## config.mk

```make
export PLATFORM = sky130hd
export DESIGN_NAME = path_feed_ctrl
export DESIGN_NICKNAME = d
export VERILOG_FILES = /design/src/rtl/path_feed_ctrl.sv
export SDC_FILE = /design/constraint.sdc
export NUM_CORES = 1
export LEC_CHECK = 0
export ABC_AREA = 1
export ABC_CLOCK_PERIOD_IN_PS = 1800
export CAP_MARGIN = 25
export CORE_ASPECT_RATIO = 1.5
export CORE_MARGIN = 3
export CORE_UTILIZATION = 55
export CTS_BUF_LIST = sky130_fd_sc_hd__clkbuf_4
export DETAILED_ROUTE_END_ITERATION = 8
export PLACE_DENSITY = 0.78
export SYNTH_ARGS = -nofsm -noshare
export SYNTH_HDL_FRONTEND = slang
export SYNTH_SLANG_ARGS = --single-unit
```

## constraint.sdc

```tcl
create_clock -name clk -period 1.8 [get_ports clk]
set_input_delay 0.27 -clock clk [delete_from_list [all_inputs] [get_ports clk]]
set_output_delay 0.27 -clock clk [all_outputs]
set_load 0.05 [all_outputs]
```

## src/rtl/path_feed_ctrl.sv

```systemverilog
// Path-memory sequencer: streams one day of samples per pass (first pass + replay) into the pricer.
// Optional back-pressure via `PATH_FEED_STALL_EN` (adds feed_ready and credit-throttled reads).
module path_feed_ctrl #(
  parameter int DATA_W        = 12,
  parameter int PATHS_PER_DAY = 256,
  parameter int NUM_DAYS      = 64,
  parameter int ADDR_W        = 14,
  localparam int DAY_W = (NUM_DAYS > 1) ? $clog2(NUM_DAYS) : 1,
  localparam int IDX_W = (PATHS_PER_DAY > 1) ? $clog2(PATHS_PER_DAY) : 1
) (
  input  logic              clk,
  input  logic              rst_n,
  input  logic              start,
  input  logic              resend,
  output logic              mem_rd_en,
  output logic [ADDR_W-1:0] mem_addr,
  input  logic [DATA_W-1:0] mem_rdata,
  output logic              feed_valid,
  output logic [DATA_W-1:0] feed_data,
  output logic              feed_first,
  output logic              feed_last,
  output logic              pass,
  output logic [DAY_W-1:0]  day,
  output logic              busy,
  output logic              done,
  output logic              err
`ifdef PATH_FEED_STALL_EN
  ,
  input  logic              feed_ready
`endif
);

  typedef enum logic [1:0] {S_IDLE, S_STREAM, S_DRAIN, S_WAIT_RS} state_t;

  typedef struct packed {
    logic [DATA_W-1:0] data;
    logic              first;
    logic              last;
  } entry_t;

  state_t            state_q, state_d;
  logic [IDX_W-1:0]  idx_q, idx_d;
  logic [DAY_W-1:0]  day_q, day_d;
  logic              pass_q, pass_d;
  logic              err_q, err_d;
  logic              done_q, done_d;
  logic              busy_q, busy_d;
  logic              rd_en_q, rd_en_d;
  logic [ADDR_W-1:0] addr_q, addr_d;
  logic              rd_first_q, rd_first_d;
  logic              rd_last_q, rd_last_d;
  logic              pend_q, pend_d;
  logic              pend_first_q, pend_first_d;
  logic              pend_last_q, pend_last_d;
  entry_t            e0_q, e0_d;
  entry_t            e1_q, e1_d;
  logic [1:0]        cnt_q, cnt_d;
  logic              valid_q, valid_d;

  logic              ready;
  logic              pop;
  logic              push;
  logic              permit;
  entry_t            new_e;
  logic [ADDR_W-1:0] base;

`ifdef PATH_FEED_STALL_EN
  logic [1:0] occ;
  assign ready = feed_ready;
`else
  assign ready = 1'b1;
`endif

  always_comb begin
    state_d      = state_q;
    idx_d        = idx_q;
    day_d        = day_q;
    pass_d       = pass_q;
    err_d        = err_q;
    done_d       = 1'b0;
    rd_en_d      = 1'b0;
    addr_d       = addr_q;
    rd_first_d   = 1'b0;
    rd_last_d    = 1'b0;
    e0_d         = e0_q;
    e1_d         = e1_q;
    cnt_d        = cnt_q;

    // Tags travel with each read so the flags line up with the returned data.
    pend_d       = rd_en_q;
    pend_first_d = rd_first_q;
    pend_last_d  = rd_last_q;

    pop   = valid_q & ready;
    push  = pend_q;
    new_e = '{data: mem_rdata, first: pend_first_q, last: pend_last_q};

    // Head slot e0 drives the outputs directly; an empty slot is kept at zero.
    if (pop && push) begin
      if (cnt_q == 2'd2) begin
        e0_d = e1_q;
        e1_d = new_e;
      end else begin
        e0_d = new_e;
      end
    end else if (pop) begin
      e0_d  = e1_q;
      e1_d  = '0;
      cnt_d = cnt_q - 2'd1;
    end else if (push) begin
      if (cnt_q == 2'd0) e0_d = new_e;
      else               e1_d = new_e;
      cnt_d = cnt_q + 2'd1;
    end

`ifdef PATH_FEED_STALL_EN
    // Reserve a slot for every read still in the memory pipeline before issuing another.
    occ    = cnt_d + {1'b0, rd_en_q};
    permit = (occ < 2'd2);
`else
    permit = 1'b1;
`endif

    base = ADDR_W'(day_q) * ADDR_W'(PATHS_PER_DAY);

    if (resend && (state_q != S_WAIT_RS)) err_d = 1'b1;

    unique case (state_q)
      S_IDLE: begin
        if (start) begin
          day_d   = '0;
          pass_d  = 1'b0;
          idx_d   = '0;
          err_d   = 1'b0;
          state_d = S_STREAM;
        end
      end
      S_STREAM: begin
        if (permit) begin
          rd_en_d    = 1'b1;
          addr_d     = base + ADDR_W'(idx_q);
          rd_first_d = (idx_q == '0);
          rd_last_d  = (idx_q == IDX_W'(PATHS_PER_DAY - 1));
          if (idx_q == IDX_W'(PATHS_PER_DAY - 1)) begin
            idx_d   = '0;
            state_d = S_DRAIN;
          end else begin
            idx_d = idx_q + IDX_W'(1);
          end
        end
      end
      S_DRAIN: begin
        if (pop && e0_q.last) state_d = S_WAIT_RS;
      end
      S_WAIT_RS: begin
        if (resend) begin
          idx_d = '0;
          if (!pass_q) begin
            pass_d  = 1'b1;
            state_d = S_STREAM;
          end else if (day_q != DAY_W'(NUM_DAYS - 1)) begin
            pass_d  = 1'b0;
            day_d   = day_q + DAY_W'(1);
            state_d = S_STREAM;
          end else begin
            done_d  = 1'b1;
            state_d = S_IDLE;
          end
        end
      end
      default: state_d = S_IDLE;
    endcase

    valid_d = (cnt_d != 2'd0);
    busy_d  = (state_d != S_IDLE);
  end

  always_ff @(posedge clk or negedge rst_n) begin
    if (!rst_n) begin
      state_q      <= S_IDLE;
      idx_q        <= '0;
      day_q        <= '0;
      pass_q       <= 1'b0;
      err_q        <= 1'b0;
      done_q       <= 1'b0;
      busy_q       <= 1'b0;
      rd_en_q      <= 1'b0;
      addr_q       <= '0;
      rd_first_q   <= 1'b0;
      rd_last_q    <= 1'b0;
      pend_q       <= 1'b0;
      pend_first_q <= 1'b0;
      pend_last_q  <= 1'b0;
      e0_q         <= '0;
      e1_q         <= '0;
      cnt_q        <= '0;
      valid_q      <= 1'b0;
    end else begin
      state_q      <= state_d;
      idx_q        <= idx_d;
      day_q        <= day_d;
      pass_q       <= pass_d;
      err_q        <= err_d;
      done_q       <= done_d;
      busy_q       <= busy_d;
      rd_en_q      <= rd_en_d;
      addr_q       <= addr_d;
      rd_first_q   <= rd_first_d;
      rd_last_q    <= rd_last_d;
      pend_q       <= pend_d;
      pend_first_q <= pend_first_d;
      pend_last_q  <= pend_last_d;
      e0_q         <= e0_d;
      e1_q         <= e1_d;
      cnt_q        <= cnt_d;
      valid_q      <= valid_d;
    end
  end

  assign mem_rd_en  = rd_en_q;
  assign mem_addr   = addr_q;
  assign feed_valid = valid_q;
  assign feed_data  = e0_q.data;
  assign feed_first = e0_q.first;
  assign feed_last  = e0_q.last;
  assign pass       = pass_q;
  assign day        = day_q;
  assign busy       = busy_q;
  assign done       = done_q;
  assign err        = err_q;

endmodule

```

==> metrics.md <==
| Metric | Value |
|---|---|
| CORE AREA | `approximately 0.0056 mm^2` |
| Required @ worst endpoint | `1530 ps` |
| Total GRT Usage | `0.210` |
| Post-CTS Setup Bufs | `0` |
| Met3 usage | `0.0649` |
| RSZ-0062 raised after global routing | `no` |
| H-tree Lvls | `3` |
| Netlist cell types | `25` |
| Placed Area | `approximately 0.0039 mm^2` |
| Post-synth top area cell | `dfrtp_1` |
| Crit Path Max Fanout | `2` |
| Via count | `2,637` |
| Fin area | `around 0.0040 mm^2` |
| Met2 GRT Util | `0.354` |
| Max stage delay on crit path | `around 540 ps` |
| Largest net degree at the start of global routing | `72` |
| CTS Buffer Depth | `2` |
| P_leak | `2.03 nW` |
| DRC viols | `0` |
| Cell with the most instances after synthesis | `nand2_1` |
| Fmax | `0.634 GHz` |
| I/O pin count | `56` |
| Final Core Density | `0.709` |
| Critical Path Sink Type | `output port` |
| Critical path's slowest cell | `dlygate4sd2_1` |
| Die Area | `about 0.0070 mm^2` |
| Antenna viol nets, final | `0` |
| Number of port buffers | `55` |
| Initial drt markers | `196` |
| Most used routing layer | `met2` |
| Min Hold Slack | `367 ps` |
| Syn_nets | `405` |
| CP delay by family, top | `buffers and inverters` |
| TritonCTS Buffers | `9` |
| Dpl hpwl | `4650 um` |
| Clk pwr share | `0.139` |
| Sequential share of power | `0.368` |
| Setup crit start kind | `flop` |
| Netlist area before placement | `approximately 0.0033 mm^2` |
| DP Cell Count | `504` |
| Die Span Y | `101 um` |
| Period utilisation layout | `0.876` |
| Peak VDD IR | `roughly 0.0012 V` |
| Crit path buf inv count | `1` |
| Sw Share | `0.474` |
| Total Neg Setup Slack | `0 ps` |
| Synthesized area per cell | `~8.6 um^2` |
| Nets@finish | `467` |
| WP data arrival | `1310 ps` |
| Inserted Diodes | `0` |
| Initial Util | `0.586` |
| Vias per std cell | `5.07` |
| Ratio of cells with drive above 1 in the final layout | `0.138` |
| First-pass DRT Iterations | `4` |
| Tightest Pin Transition | `approximately 630 ps` |
| P&R area growth vs syn | `21.0%` |
| Synth Instances | `384` |
| Setup CP Type | `reg -> out` |
| # setup viols final | `0` |
| Worst slew margin | `0.579` |
| Yosys reg bits | `71` |
| Overflow after GRT | `0` |
| Power per cell area | `between 1500 and 2000 mW/mm^2` |
| Ys flop type | `dfrtp_1` |
| Global-route wire length before repair | `roughly 12,000 um` |
| Post-synth EDFFs | `0` |
| RD Place Congestion | `0.786` |
| Critical path cell sequence | `dlygate4sd2_1` |
| Yosys warns | `0` |
| DRT Wirelength | `slightly below 7000 um` |
| Net Switching | `0.00319 W` |
| Skew final | `11.4 ps` |
| Pint | `0.00354 W` |
| Avg WL per Cell | `13.2 um` |
| CTS tree | `done` |
| Initial antenna violation count | `0` |
| Final hold viol count | `0` |
| CTS Sinks | `71` |
| Final min period | `1580 ps` |
| Status | `finished, final reports clean` |
| M1 GR Usage | `0.252` |
| Slew Viols, Final | `0` |
| Number of max-cap violations | `0` |
| Dominant cells by area after synthesis | `dfrtp_1, nand2_1, inv_1` |
| Worst hold path type | `reg -> reg` |
| Post-synth ARST share | `1.00` |
| Vias in the first global route | `2,670` |
| Clock-pin slew on the worst setup and hold paths | `110 ps` |
| # rows | `33` |
| Most frequent cells after synthesis | `nand2_1, dfrtp_1, inv_1, o21ai_0, nand3_1` |
| Root buffer cell | `clkbuf_4` |
| Finished Layout Cells | `520` |
| Die width | `approximately 69 um` |
| Seq/Total Area, Yosys | `0.540` |
| Worst-Skew Late Latency | `400 ps` |
| Area share of the largest cell type after synthesis | `0.540` |
| Combinational share of power | `0.493` |
[power groups by stage]
stage	Combinational [W]	Clock [W]	Sequential (W)
floorplan	0.00149	0	0.00342
detailed placement	0.00341	0	0.00251
global placement	0.00334	0	0.00250
CTS	0.00334	0.000969	0.00247
global route	0.00364	0.00103	0.00255
finish	0.00332	0.000938	0.00247
[cell usage in the layout, fill, tap and decap left out, types with 9 or more instances in the layout]
master / instances
buf_4: 28
inv_1: 60
nand3_1: 30
dfrtp_1: 71
o21ai_0: 36
dlygate4sd2_1: 18
o211ai_1: 9
clkbuf_4: 9
clkdlybuf4s50_1: 14
nor2_1: 18
nand2_1: 109
[final cells by class]
class	instances	area (um^2)
timing repair buffer	64	563
clock inverter	6	52.6
multi-input combinational	238	1200
inverter	62	233
sequential	71	1780
clock buffer	9	67.6
fill	461	1640
tap	70	87.6
[metal layers]
metal | share of wire | routed length, um
met5 | 0 | 0
met4 | 0.019 | 131
met3 | 0.046 | 315
met2 | 0.50 | 3440
met1 | 0.43 | 2970
[per-stage QoR]
stage | worst slack, ps | total power [W]
global placement | 190 | 0.00584
global route | 102 | 0.00722
detailed placement | 136 | 0.00591
floorplan | 164 | 0.00491
CTS | 121 | 0.00678
finish | 223 | 0.00673
[kinds of logic after synthesis]
family	Yosys count	synth area share
xor+xnor	2	0.00533
buf+inv	75	0.0985
fa+ha+maj	5	0.0190
mux	1	0.00342
flops	71	0.540
simple gates	167	0.210
compound gates	63	0.124
[state kept, by name, indices dropped and copies added, names as in the netlist, 2 cells and up]
signal / count
mem_addr: 14
day: 6
idx_q: 8
feed_data: 12
cnt_q: 2
state_q: 2
e1_q: 14
[final timing paths]
kind                                    from           end  slack (ps)  depth (start not counted)
worst max-delay path            mem_addr[11]  mem_addr[11]         220                          1
worst min-delay path            pend_first_d  pend_first_q         370                          0
worst max register to register      idx_q[1]          busy         240                          8
worst min register to register  pend_first_d  pend_first_q         370                          0
max in group asynchronous              rst_n      idx_q[4]        1090                          3
min in group asynchronous              rst_n  feed_data[4]         400                          3
[repair_timing]
action                     in CTS  in global routing
gates resized for setup        18                  2
setup endpoints to repair      18                  9
hold buffers                    1                  0
cloned                          0                  0
hold endpoints to repair       71                  0
Note: power is estimated with default switching activity, not from simulation.
